===== src/rtl/input_fetch_arbiter_pkg.sv =====
// -----------------------------------------------------------------------------
// input_fetch_arbiter_pkg
// Shared definitions for the input fetch arbiter and its round-robin picker.
//   - default build parameters (requesters, widths, memory latency)
//   - 2-bit FSM state encoding (IDLE=0, ISSUE=1, WAIT_DATA=2, DELIVER=3)
//   - modulo helpers for round-robin pointer arithmetic
// -----------------------------------------------------------------------------
package input_fetch_arbiter_pkg;

  localparam int NUM_REQ_DEF     = 4;
  localparam int REQ_LOG_DEF     = 2;
  localparam int ADDR_WIDTH_DEF  = 8;
  localparam int DATA_WIDTH_DEF  = 8;
  localparam int MEM_LATENCY_DEF = 2;

  typedef int unsigned uint_t;

  typedef enum logic [1:0] {
    IDLE      = 2'd0,
    ISSUE     = 2'd1,
    WAIT_DATA = 2'd2,
    DELIVER   = 2'd3
  } fetch_state_t;

  // (base + off) mod n, valid for base < n and off < n; avoids a divider.
  function automatic uint_t wrap_add(input uint_t base, input uint_t off, input uint_t n);
    uint_t sum_v;
    sum_v = base + off;
    return (sum_v >= n) ? (sum_v - n) : sum_v;
  endfunction

  // (v + 1) mod n for v < n.
  function automatic uint_t wrap_inc(input uint_t v, input uint_t n);
    return wrap_add(v, 32'd1, n);
  endfunction

endpackage


===== src/rtl/input_fetch_arbiter_rr_priority_picker.sv =====
// -----------------------------------------------------------------------------
// rr_priority_picker
// Purely combinational round-robin selector: returns the first set request
// bit found searching upward from rr_ptr, wrapping modulo NUM_REQ.
// Ports:
//   req       in  NUM_REQ  request vector
//   rr_ptr    in  REQ_LOG  highest-priority index (must be < NUM_REQ)
//   grant_idx out REQ_LOG  selected index (rr_ptr when nothing requests)
//   any_req   out 1        at least one request bit set
// -----------------------------------------------------------------------------
module rr_priority_picker
  import input_fetch_arbiter_pkg::*;
#(
  parameter int NUM_REQ = NUM_REQ_DEF,
  parameter int REQ_LOG = REQ_LOG_DEF
) (
  input  logic [NUM_REQ-1:0] req,
  input  logic [REQ_LOG-1:0] rr_ptr,
  output logic [REQ_LOG-1:0] grant_idx,
  output logic               any_req
);

  // Scan offsets from farthest to nearest so the nearest set bit wins last.
  always_comb begin
    uint_t idx_v;
    idx_v     = 32'd0;
    grant_idx = rr_ptr;
    any_req   = |req;
    for (int off = NUM_REQ - 1; off >= 0; off--) begin
      idx_v     = wrap_add(uint_t'(rr_ptr), uint_t'(off), uint_t'(NUM_REQ));
      grant_idx = req[idx_v] ? REQ_LOG'(idx_v) : grant_idx;
    end
  end

endmodule


===== src/rtl/input_fetch_arbiter.sv =====
// -----------------------------------------------------------------------------
// input_fetch_arbiter
// Shares one input-vector SRAM read port among NUM_REQ tile controllers.
// A request is granted round-robin, one read is issued, the arbiter waits
// MEM_LATENCY cycles, captures the data and pulses input_ready to the
// granted tile. One read in flight at a time.
// Ports:
//   clock       in  1                   rising-edge clock
//   reset       in  1                   synchronous active-high reset
//   input_req   in  NUM_REQ             level request per tile
//   req_addr    in  NUM_REQ*ADDR_WIDTH  packed per-tile read address
//   mem_rd_en   out 1                   read strobe (ISSUE state)
//   mem_rd_addr out ADDR_WIDTH          latched read address
//   mem_rd_data in  DATA_WIDTH          read data, MEM_LATENCY after strobe
//   input_ready out NUM_REQ             one-hot delivery pulse (DELIVER)
//   input_data  out DATA_WIDTH          captured data, held until next capture
//   grant_id    out REQ_LOG             requester being served
//   busy        out 1                   state != IDLE
// -----------------------------------------------------------------------------
module input_fetch_arbiter
  import input_fetch_arbiter_pkg::*;
#(
  parameter int NUM_REQ     = NUM_REQ_DEF,
  parameter int REQ_LOG     = REQ_LOG_DEF,
  parameter int ADDR_WIDTH  = ADDR_WIDTH_DEF,
  parameter int DATA_WIDTH  = DATA_WIDTH_DEF,
  parameter int MEM_LATENCY = MEM_LATENCY_DEF
) (
  input  logic                          clock,
  input  logic                          reset,
  input  logic [NUM_REQ-1:0]            input_req,
  input  logic [NUM_REQ*ADDR_WIDTH-1:0] req_addr,
  output logic                          mem_rd_en,
  output logic [ADDR_WIDTH-1:0]         mem_rd_addr,
  input  logic [DATA_WIDTH-1:0]         mem_rd_data,
  output logic [NUM_REQ-1:0]            input_ready,
  output logic [DATA_WIDTH-1:0]         input_data,
  output logic [REQ_LOG-1:0]            grant_id,
  output logic                          busy
);

  // Counter holds MEM_LATENCY-1 down to 0; at least one bit even for latency 1.
  localparam int CNT_W = (MEM_LATENCY > 1) ? $clog2(MEM_LATENCY) : 1;
  localparam logic [CNT_W-1:0] CNT_LOAD = CNT_W'(MEM_LATENCY - 1);

  fetch_state_t            state_r;
  fetch_state_t            state_nxt_s;
  logic [REQ_LOG-1:0]      rr_ptr_r;
  logic [REQ_LOG-1:0]      grant_id_r;
  logic [REQ_LOG-1:0]      pick_idx_s;
  logic                    any_req_s;
  logic [ADDR_WIDTH-1:0]   addr_r;
  logic [DATA_WIDTH-1:0]   input_data_r;
  logic [CNT_W-1:0]        cnt_r;
  logic                    cnt_zero_s;

  rr_priority_picker #(
    .NUM_REQ (NUM_REQ),
    .REQ_LOG (REQ_LOG)
  ) u_picker (
    .req       (input_req),
    .rr_ptr    (rr_ptr_r),
    .grant_idx (pick_idx_s),
    .any_req   (any_req_s)
  );

  assign cnt_zero_s  = (cnt_r == {CNT_W{1'b0}});
  assign mem_rd_addr = addr_r;
  assign input_data  = input_data_r;
  assign grant_id    = grant_id_r;

  // FSM state register.
  always_ff @(posedge clock) begin
    if (reset) begin
      state_r <= IDLE;
    end else begin
      state_r <= state_nxt_s;
    end
  end

  // FSM next-state logic.
  always_comb begin
    state_nxt_s = state_r;
    case (state_r)
      IDLE: begin
        if (any_req_s) begin
          state_nxt_s = ISSUE;
        end else begin
          state_nxt_s = IDLE;
        end
      end
      ISSUE: begin
        state_nxt_s = WAIT_DATA;
      end
      WAIT_DATA: begin
        if (cnt_zero_s) begin
          state_nxt_s = DELIVER;
        end else begin
          state_nxt_s = WAIT_DATA;
        end
      end
      DELIVER: begin
        state_nxt_s = IDLE;
      end
      default: begin
        state_nxt_s = IDLE;
      end
    endcase
  end

  // Strobe, delivery pulse and busy flag decoded from the state register.
  always_comb begin
    mem_rd_en   = 1'b0;
    busy        = 1'b0;
    input_ready = {NUM_REQ{1'b0}};
    case (state_r)
      IDLE: begin
        busy = 1'b0;
      end
      ISSUE: begin
        mem_rd_en = 1'b1;
        busy      = 1'b1;
      end
      WAIT_DATA: begin
        busy = 1'b1;
      end
      DELIVER: begin
        busy = 1'b1;
        for (int i = 0; i < NUM_REQ; i++) begin
          input_ready[i] = (grant_id_r == REQ_LOG'(i));
        end
      end
      default: begin
        busy = 1'b0;
      end
    endcase
  end

  // Grant/address latch, latency counter, data capture and pointer advance.
  always_ff @(posedge clock) begin
    if (reset) begin
      rr_ptr_r     <= {REQ_LOG{1'b0}};
      grant_id_r   <= {REQ_LOG{1'b0}};
      addr_r       <= {ADDR_WIDTH{1'b0}};
      cnt_r        <= {CNT_W{1'b0}};
      input_data_r <= {DATA_WIDTH{1'b0}};
    end else begin
      case (state_r)
        IDLE: begin
          // Address is captured here so later req_addr changes are ignored.
          if (any_req_s) begin
            grant_id_r <= pick_idx_s;
            addr_r     <= req_addr[int'(pick_idx_s) * ADDR_WIDTH +: ADDR_WIDTH];
          end
        end
        ISSUE: begin
          cnt_r <= CNT_LOAD;
        end
        WAIT_DATA: begin
          if (cnt_zero_s) begin
            input_data_r <= mem_rd_data;
          end else begin
            cnt_r <= cnt_r - CNT_W'(1);
          end
        end
        DELIVER: begin
          rr_ptr_r <= REQ_LOG'(wrap_inc(uint_t'(grant_id_r), uint_t'(NUM_REQ)));
        end
        default: begin
          cnt_r <= {CNT_W{1'b0}};
        end
      endcase
    end
  end

endmodule


===== config.mk =====
export PLATFORM = sky130hd
export DESIGN_NAME = input_fetch_arbiter
export DESIGN_NICKNAME = d
export VERILOG_FILES = /design/src/rtl/input_fetch_arbiter_pkg.sv /design/src/rtl/input_fetch_arbiter_rr_priority_picker.sv /design/src/rtl/input_fetch_arbiter.sv
export SDC_FILE = /design/constraint.sdc
export NUM_CORES = 1
export LEC_CHECK = 0
export BUFFER_PORTS_ARGS = -buffer_cell sky130_fd_sc_hd__buf_2
export CELL_PAD_IN_SITES_DETAIL_PLACEMENT = 0
export CELL_PAD_IN_SITES_GLOBAL_PLACEMENT = 1
export CORE_UTILIZATION = 28
export DETAILED_ROUTE_END_ITERATION = 6
export PLACE_DENSITY = 0.71
export RECOVER_POWER = 50
export SETUP_SLACK_MARGIN = 0.3
export SYNTH_ARGS = -nofsm -noshare
export SYNTH_HDL_FRONTEND = slang
export SYNTH_SLANG_ARGS = --single-unit

===== constraint.sdc =====
create_clock -name clock -period 1.7 [get_ports clock]
set_input_delay 0 -clock clock [delete_from_list [all_inputs] [get_ports clock]]
set_output_delay 0 -clock clock [all_outputs]
set_load 0.01 [all_outputs]

==> qor.txt, run 1 <==
Status -> completed
Area Overhead vs Synth -> 50.1%
TritonCTS Sinks -> 23
Grt ovf -> 0
CTS tree -> built
Setup repair after global routing missed its margin -> true
Commonest cells in the netlist -> dfxtp_1, nand2_1, nor2_1
Slowest-stage cell, CP -> mux4_2
Total power -> 1.64 mW
Total nets after synthesis -> 173
Clk_lat worst skew -> 260 ps
Slew @ Worst Pin -> 532 ps
Yosys top cell area share -> 0.378
Syn Area/Cell -> 10.2 um^2
Die area -> 4620 um^2
Effective utilization at floorplan -> 0.298
Min cycle time layout -> 1680 ps
Total negative slack -> 0 ps
First-pass GRT wire length -> 4710 um
Routed WL -> 3260 um
Worst slew margin -> 0.644
Hold Crit Class -> input port to flop
Largest net degree at the start of global routing -> 18
EDFF count, synth -> 0
CTS Buf Count -> 3
Via Count -> 1177
Final setup vio count -> 0
Post-route ant nets -> 0
Most used DFF post-synth -> dfxtp_1
Achievable Freq -> 593 MHz
WL per Instance -> 12.9 um
PD cells -> 899 nW/um^2
Core area -> 4090 um^2
Critical Path Max Stage Delay -> 470 ps
Die height -> 68.0 um
Worst-path cell chain -> nor2b_1 -> o21ai_2 -> o221ai_4 -> mux4_2 -> a22o_1
Dominant cell by count in the synthesized netlist -> dfxtp_1
Max-Cap Viols -> 0
First drt pass iteration count -> 4
Layout cells sized above 1 -> 0.399
Yosys warning count -> 0
Initial DRC count -> 19
Deepest clock path buffer count -> 2
Antenna fix cells -> 0
Root Buffer -> clkbuf_8
GPL Wtd Cong -> 0.827
I/O pins -> 70
CP Data Required Time -> 1850 ps
Slew Viols, Final -> 0
Cell Area, Synth -> 1220 um^2
Kind of critical path -> flop to flop
Synth cell types -> 24
Worst Skew -> 2.59 ps
DRC Markers -> 0
Detailed placement HPWL -> 2420 um
# rows -> 23
Syn Inst Count -> 119
Crit-path max FO -> 5
Top cells by area, synth -> dfxtp_1, mux4_2, ha_1, nand2_1, a22o_1
Drt via density -> 4.65
#FFs+latches synth -> 23
Worst Path Arrival -> 1840 ps
Sequential share of the synthesized area -> 0.378
Worst hold slack -> 95.1 ps
Vias in the first global route -> 1086
Period utilization -> 0.991
Peak supply drop -> 358 uV
Final net count -> 258
Synth area leader -> dfxtp_1
H-tree Lvls -> 1
Setup crit end kind -> flop
Setup crit start kind -> flop
Clock-pin slew on the worst setup and hold paths -> 80 ps
Layout fillers -> 397
LEAKAGE -> 0.793 nW
Post-synthesis async set-or-reset flop share -> 0
Die width -> 68.0 um
Initial antenna violation count -> 0
Buffers added on ports -> 69
Total global-route track usage -> 0.135
Final hold violations -> 0
[layout by cell type (no fill, tap or decap), drive strengths merged, types with 2 or more instances in the layout]
master / instances
nor2b: 6
o221ai: 2
buf: 57
a21oi: 9
clkbuf: 22
ha: 8
mux4: 8
nand2: 19
mux2i: 3
a22o: 8
dfxtp: 23
dlygate4sd3: 8
and2: 4
o21ai: 3
nor2: 9
inv: 6
[state kept, by name, summed over array words and instances (netlist names)]
name / flops
state_r: 2
input_data: 8
rr_ptr_r: 2
cnt_r: 1
grant_id: 2
mem_rd_addr: 8
[logic make-up (layout without fill, tap and decap cells)]
group                      Yosys count  after routing  synth area share
AOI/OAI and AO/OA                   25             26             0.177
adders and majority gates            8              8            0.0821
buffers and inverters               11             94            0.0339
DFF                                 23             23             0.378
muxes                               12             12             0.182
and+or+nand+nor                     40             40             0.148
[cell type report]
class	count	area, um^2	share of cell area
Clock buffer	3	41.3	0.0226
Clock inverter	1	5.00	0.00274
Inverter	6	25.0	0.0137
Multi-Input combinational cell	86	761	0.416
Sequential cell	23	468	0.256
Tap cell	50	62.6	0.0342
Timing Repair Buffer	84	467	0.255
[timing repair]
action,CTS,global route
hold buffers,8,0
endpoints found under the hold margin,8,0
buffers inserted,1,2
gates resized for setup,6,4
pin swaps,2,2
endpoints found under the setup margin,10,10
gates cloned,1,0
[worst max-delay path: cells and delay by family (launching register included)]
family             cells  cell delay [ps]
DFF                    1              390
muxes                  1              470
and+or+nand+nor        1               70
AOI/OAI and AO/OA      3              650
[through the flow]
step | std cells | util | area (um^2) | setup slack (ps)
after CTS | 251 | 0.445 | 1820 | -6.41
after global placement | 237 | 0.401 | 1640 | -31.8
after floorplan | 119 | - | 1220 | 57.0
after global routing | 253 | 0.448 | 1830 | -43.7
final | 253 | 0.448 | 1830 | 15.1
after detailed placement | 237 | 0.401 | 1640 | -79.7
[report_power, final]
part           total (mW)  switching, mW  internal, mW
clock               0.332          0.169         0.163
sequential          0.697         0.0626         0.634
combinational       0.615          0.315         0.300
total                1.64          0.547          1.10
[final timing paths]
path / from / endpoint / slack, ps / depth (start not counted)
setup / recovery: rr_ptr_r[0]$_SDFFE_PP0P_ / mem_rd_addr[5]$_SDFFE_PP0P_ / 20 / 5
hold / removal: reset / rr_ptr_r[0]$_SDFFE_PP0P_ / 100 / 2
setup reg to reg: rr_ptr_r[0]$_SDFFE_PP0P_ / mem_rd_addr[5]$_SDFFE_PP0P_ / 20 / 5
hold reg to reg: input_data[0]$_SDFFE_PP0P_ / input_data[0]$_SDFFE_PP0P_ / 460 / 2
[layer usage]
metal / GRT usage / vias up / part of all wire
met3: 0.0283 / 2 / 0.048
met5: 0 / - / 0
met4: 0.0469 / 0 / 0.0086
li1: - / 588 / -
met2: 0.246 / 36 / 0.52
met1: 0.154 / 551 / 0.43
Note: power is estimated with default switching activity, not from simulation.
==> inputs of run 2 (changes only) <==
CORE_MARGIN = 10   (was default)
==> run 2 against run 1 <==
Fmax up 0.75%. Global-route usage decreased by 3.2 points. Largest power group unchanged. Sequential share of layout area shrank 1.0 points. Worst setup slack improved by 13 ps. Clock-buffer cell count did not move. Routed wire length rose by 25%. Cell area up 4.5%. Critical endpoint unchanged. Final cell count up 1.6%. Register-to-register slack barely moved.
==> qor.txt, run 2 (same netlist as run 1, synthesis figures left out) <==
Cell area after layout -> 1910 um^2
H-tree Lvls -> 1
Final net count -> 262
Most common cell after layout, fill and taps aside -> buf_2
First drt pass iteration count -> 4
Via Count -> 1212
WL per Instance -> 15.8 um
I/O pins -> 70
Worst hold slack -> 99.8 ps
PD cells -> 887 nW/um^2
Crit Reg-Reg Startpoint -> rr_ptr_r[1]$_SDFFE_PP0P_
Grt ovf -> 0
Area Overhead vs Synth -> 56.9%
Routed WL -> 4070 um
Hold Crit Class -> input port to flop
Slew Viols, Final -> 0
Setup crit start kind -> flop
Worst Path Arrival -> 1830 ps
Detailed placement HPWL -> 3160 um
GPL Wtd Cong -> 0.801
Crit-path max FO -> 9
CTS Buf Count -> 3
CP Data Required Time -> 1860 ps
Max-Cap Viols -> 0
Root Buffer -> clkbuf_8
Total global-route track usage -> 0.104
Commonest non-fill, non-tap cells in the layout -> buf_2, dfxtp_1, nand2_1, clkbuf_1, nor2_1
# rows -> 23
Worst r2r dst -> mem_rd_addr[5]$_SDFFE_PP0P_
Layout cells sized above 1 -> 0.435
Drt via density -> 4.72
Initial DRC count -> 28
Antenna fix cells -> 0
R2R setup slack -> 30 ps
Core area -> 4120 um^2
Vias in the first global route -> 1294
Setup repair after global routing missed its margin -> true
Deepest clock path buffer count -> 2
Die area -> 7390 um^2
Period utilization -> 0.984
CTS tree -> built
Post-route ant nets -> 0
TritonCTS Sinks -> 23
Peak supply drop -> 347 uV
Kind of critical path -> flop to flop
Status -> completed
Setup crit end kind -> flop
Buffers added on ports -> 69
Initial antenna violation count -> 0
Die width -> 86.0 um
Clk_lat worst skew -> 260 ps
Hold Crit Start -> reset
Worst Setup Slack, final -> 27.6 ps
Clock-pin slew on the worst setup and hold paths -> 80 ps
Final core utilization -> 0.465
Final setup vio count -> 0
DRC Markers -> 0
Layout fillers -> 396
Endpoint, Worst Hold -> grant_id[0]$_SDFFE_PP0P_
R2R cell count -> 6
Achievable Freq -> 598 MHz
Die height -> 86.0 um
Worst Skew -> 3.20 ps
Largest net degree at the start of global routing -> 18
Dpl ws -> -84.1 ps
Dpl cell area -> 1640 um^2
Slew @ Worst Pin -> 356 ps
First-pass GRT wire length -> 6280 um
WHS Path Cells -> 2
Min cycle time layout -> 1670 ps
Effective utilization at floorplan -> 0.296
LEAKAGE -> 0.829 nW
Final hold violations -> 0
Worst slew margin -> 0.761
run 2: area by class of cell:
type / count / area, um^2 / share of cell area
Sequential cell: 23 / 469 / 0.245
Tap cell: 50 / 62.6 / 0.0327
Timing Repair Buffer: 88 / 523 / 0.274
Inverter: 6 / 25.0 / 0.0131
Clock inverter: 1 / 5.00 / 0.00262
Clock buffer: 3 / 41.3 / 0.0216
Multi-Input combinational cell: 86 / 786 / 0.411
run 2: worst max-delay path by stage:
stage	start	to	slack, ps	cells past startpoint
detailed placement	rr_ptr_r[1]$_SDFFE_PP0P_	mem_rd_addr[4]$_SDFFE_PP0P_	-80	5
floorplan	rr_ptr_r[1]$_SDFFE_PP0P_	mem_rd_addr[0]$_SDFFE_PP0P_	60	5
global route	rr_ptr_r[1]$_SDFFE_PP0P_	mem_rd_addr[0]$_SDFFE_PP0P_	-30	6
global placement	rr_ptr_r[1]$_SDFFE_PP0P_	mem_rd_addr[3]$_SDFFE_PP0P_	-30	5
CTS	rr_ptr_r[1]$_SDFFE_PP0P_	mem_rd_addr[5]$_SDFFE_PP0P_	30	6
finish	rr_ptr_r[1]$_SDFFE_PP0P_	mem_rd_addr[5]$_SDFFE_PP0P_	30	6
run 2: stage by stage:
| step | instances | total power, mW | TNS, ps |
|---|---|---|---|
| after floorplan | 119 | 1.07 | 0 |
| final | 257 | 1.70 | 0 |
| after detailed placement | 237 | 1.31 | -589 |
| after global placement | 237 | 1.29 | -249 |
| after global routing | 257 | 1.82 | -157 |
| after CTS | 256 | 1.72 | 0 |
run 2: timing repair:
item	4_1_cts	5_1_grt
hold buffers	8	0
endpoints found under the hold margin	8	0
pin swaps	5	1
cloned	1	0
gates resized for setup	12	4
setup buffers	6	1
setup endpoints to repair	10	16
run 2: report_power, final:
group / internal [mW] / switching (mW) / leakage (nW)
combinational: 0.334 / 0.328 / 0.613
sequential: 0.636 / 0.0656 / 0.190
clock: 0.163 / 0.169 / 0.0255
total: 1.13 / 0.562 / 0.829
run 2: layer usage:
layer | track usage | vias up | wire length, um
met5 | 0 | - | 0
met3 | 0.0397 | 6 | 293
met2 | 0.194 | 43 | 2140
li1 | - | 603 | -
met4 | 0.0389 | 0 | 77
met1 | 0.0989 | 560 | 1560
run 2: worst max-delay path, cell delays in order (launching register included):
cell,delay [ps]
dfxtp_4,370
or3_4,390
o21ai_2,80
o31ai_4,100
buf_12,160
mux4_2,280
a22o_1,180
==> inputs of run 3 (changes only) <==
CORE_ASPECT_RATIO = 0.9   (was default)
SETUP_SLACK_MARGIN = 0.2   (was 0.3)
==> run 3 against run 2 <==
Clock power rose by 2%. Flip-flop and latch count is the same. Largest cell class unchanged. Routed wire length up 0.42%. Die area barely moved. Critical endpoint is now mem_rd_addr[6]$_SDFFE_PP0P_. Worst setup slack improved by 23 ps. Core utilization shrank 0.49 points. Fmax is 1.4% higher. Hold slack better by 4.9 ps. Register-to-register slack better by 20 ps. Sequential share of layout area grew 0.11 points. First-iteration DRC count is 61% lower. Global-route usage rose by 0.51 points.
==> qor.txt, run 3 (same netlist as run 1, synthesis figures left out) <==
Via Count -> 1184
I/O pins -> 70
Final hold violations -> 0
H-tree Lvls -> 1
Routed WL -> 4090 um
Slew @ Worst Pin -> 569 ps
Largest net degree at the start of global routing -> 18
WL per Instance -> 16.0 um
Initial antenna violation count -> 0
Slowest-stage cell, CP -> mux4_2
Area Overhead vs Synth -> 55.7%
Drt via density -> 4.64
Setup repair after global routing missed its margin -> true
Worst-path cell chain -> inv_4 -> a21oi_4 -> o221ai_4 -> buf_12 -> mux4_2 -> a22o_1
Root Buffer -> clkbuf_8
Achievable Freq -> 606 MHz
WP buf/inv -> 2
Clock-pin slew on the worst setup and hold paths -> 80 ps
Period utilization -> 0.970
First-pass GRT wire length -> 6350 um
Buffers added on ports -> 69
Worst Setup Slack, final -> 50.3 ps
Core area -> 4130 um^2
Layout cells sized above 1 -> 0.411
DRC Markers -> 0
Die height -> 82.6 um
Min cycle time layout -> 1650 ps
Worst slew margin -> 0.619
Final setup vio count -> 0
CTS Buf Count -> 3
Total global-route track usage -> 0.109
Grt ovf -> 0
Kind of critical path -> flop to flop
Crit-path max FO -> 5
Clk_lat worst skew -> 260 ps
Max-Cap Viols -> 0
LEAKAGE -> 0.819 nW
CTS tree -> built
Critical Path Max Stage Delay -> 490 ps
TritonCTS Sinks -> 23
Slew Viols, Final -> 0
Deepest clock path buffer count -> 2
GPL Wtd Cong -> 0.781
Dpl ws -> -89.5 ps
Peak supply drop -> 361 uV
Hold Crit Class -> input port to flop
Initial DRC count -> 11
Top delay family on crit path -> multiplexers
Worst hold slack -> 105 ps
Worst Skew -> 3.56 ps
Final net count -> 262
Effective utilization at floorplan -> 0.295
Worst Path Arrival -> 1810 ps
Commonest non-fill, non-tap cells in the layout -> buf_2, dfxtp_1, clkbuf_1, nand2_1, nor2_1
# rows -> 22
Setup crit start kind -> flop
PD cells -> 890 nW/um^2
Setup crit end kind -> flop
Die area -> 7390 um^2
Most common cell after layout, fill and taps aside -> buf_2
Post-route ant nets -> 0
Die width -> 89.5 um
Antenna fix cells -> 0
Vias in the first global route -> 1279
First drt pass iteration count -> 4
Detailed placement HPWL -> 3110 um
Status -> completed
CP Data Required Time -> 1860 ps
==> run 3: changes by cell type in the layout (fill, tap and decap cells not counted), sizes merged <==
cell | previous run | this run
buf | 62 | 61
clkbuf | 21 | 23
clkinv | 1 | 0
==> run 3: worst reg2reg max path, cell delays in order, from the launching register on <==
cell and delay (ps):
dfxtp_4 370, inv_4 70, a21oi_4 70, o221ai_4 200
buf_12 150, mux4_2 490, a22o_1 180
==> run 3: final timing paths <==
path | cells after the start | slack, ps | from | endpoint
worst max-delay path | 6 | 50 | rr_ptr_r[1]$_SDFFE_PP0P_ | mem_rd_addr[6]$_SDFFE_PP0P_
worst min-delay path | 2 | 100 | reset | rr_ptr_r[0]$_SDFFE_PP0P_
worst max register to register | 6 | 50 | rr_ptr_r[1]$_SDFFE_PP0P_ | mem_rd_addr[6]$_SDFFE_PP0P_
worst min register to register | 2 | 460 | input_data[0]$_SDFFE_PP0P_ | input_data[0]$_SDFFE_PP0P_
==> run 3: repair_timing <==
action	CTS	global route
pin swaps	3	4
setup endpoints to repair	9	8
hold buffers	8	0
setup buffers	6	1
gates resized for setup	9	9
cloned	1	0
endpoints found under the hold margin	8	0
==> run 3: power by group <==
group / total (mW) / leakage, nW / internal (mW) / switching, mW
clock network: 0.337 / 0.0228 / 0.167 / 0.170
logic: 0.654 / 0.607 / 0.320 / 0.334
registers: 0.698 / 0.190 / 0.634 / 0.0635
total: 1.69 / 0.819 / 1.12 / 0.567
==> run 3: through the flow <==
| stage | power [mW] | cell area, um^2 | utilization | TNS (ps) | cells |
|---|---|---|---|---|---|
| final | 1.69 | 1900 | 0.460 | 0 | 255 |
| after global routing | 1.80 | 1900 | 0.460 | -79.7 | 255 |
| after global placement | 1.28 | 1640 | 0.396 | -187 | 235 |
| after detailed placement | 1.31 | 1640 | 0.396 | -633 | 235 |
| after floorplan | 1.07 | 1220 | - | 0 | 119 |
| after CTS | 1.71 | 1880 | 0.455 | 0 | 254 |
==> run 3: final cells by class <==
class / instances / area, um^2
inverter: 6 / 25.0
clock buffer: 4 / 45.0
multi-input combinational: 86 / 788
tap: 48 / 60.1
fill: 415 / 2230
sequential: 23 / 468
timing repair buffer: 88 / 512
==> run 3: per-layer routing <==
layer  part of all wire  vias up  wire [um]  global-route usage
met4             0.0046        0         19              0.0190
li1                   -      600          -                   -
met2               0.48       50       1950               0.193
met1               0.41      532       1670               0.117
met3               0.11        2        455              0.0509
met5                  0        -          0                   0
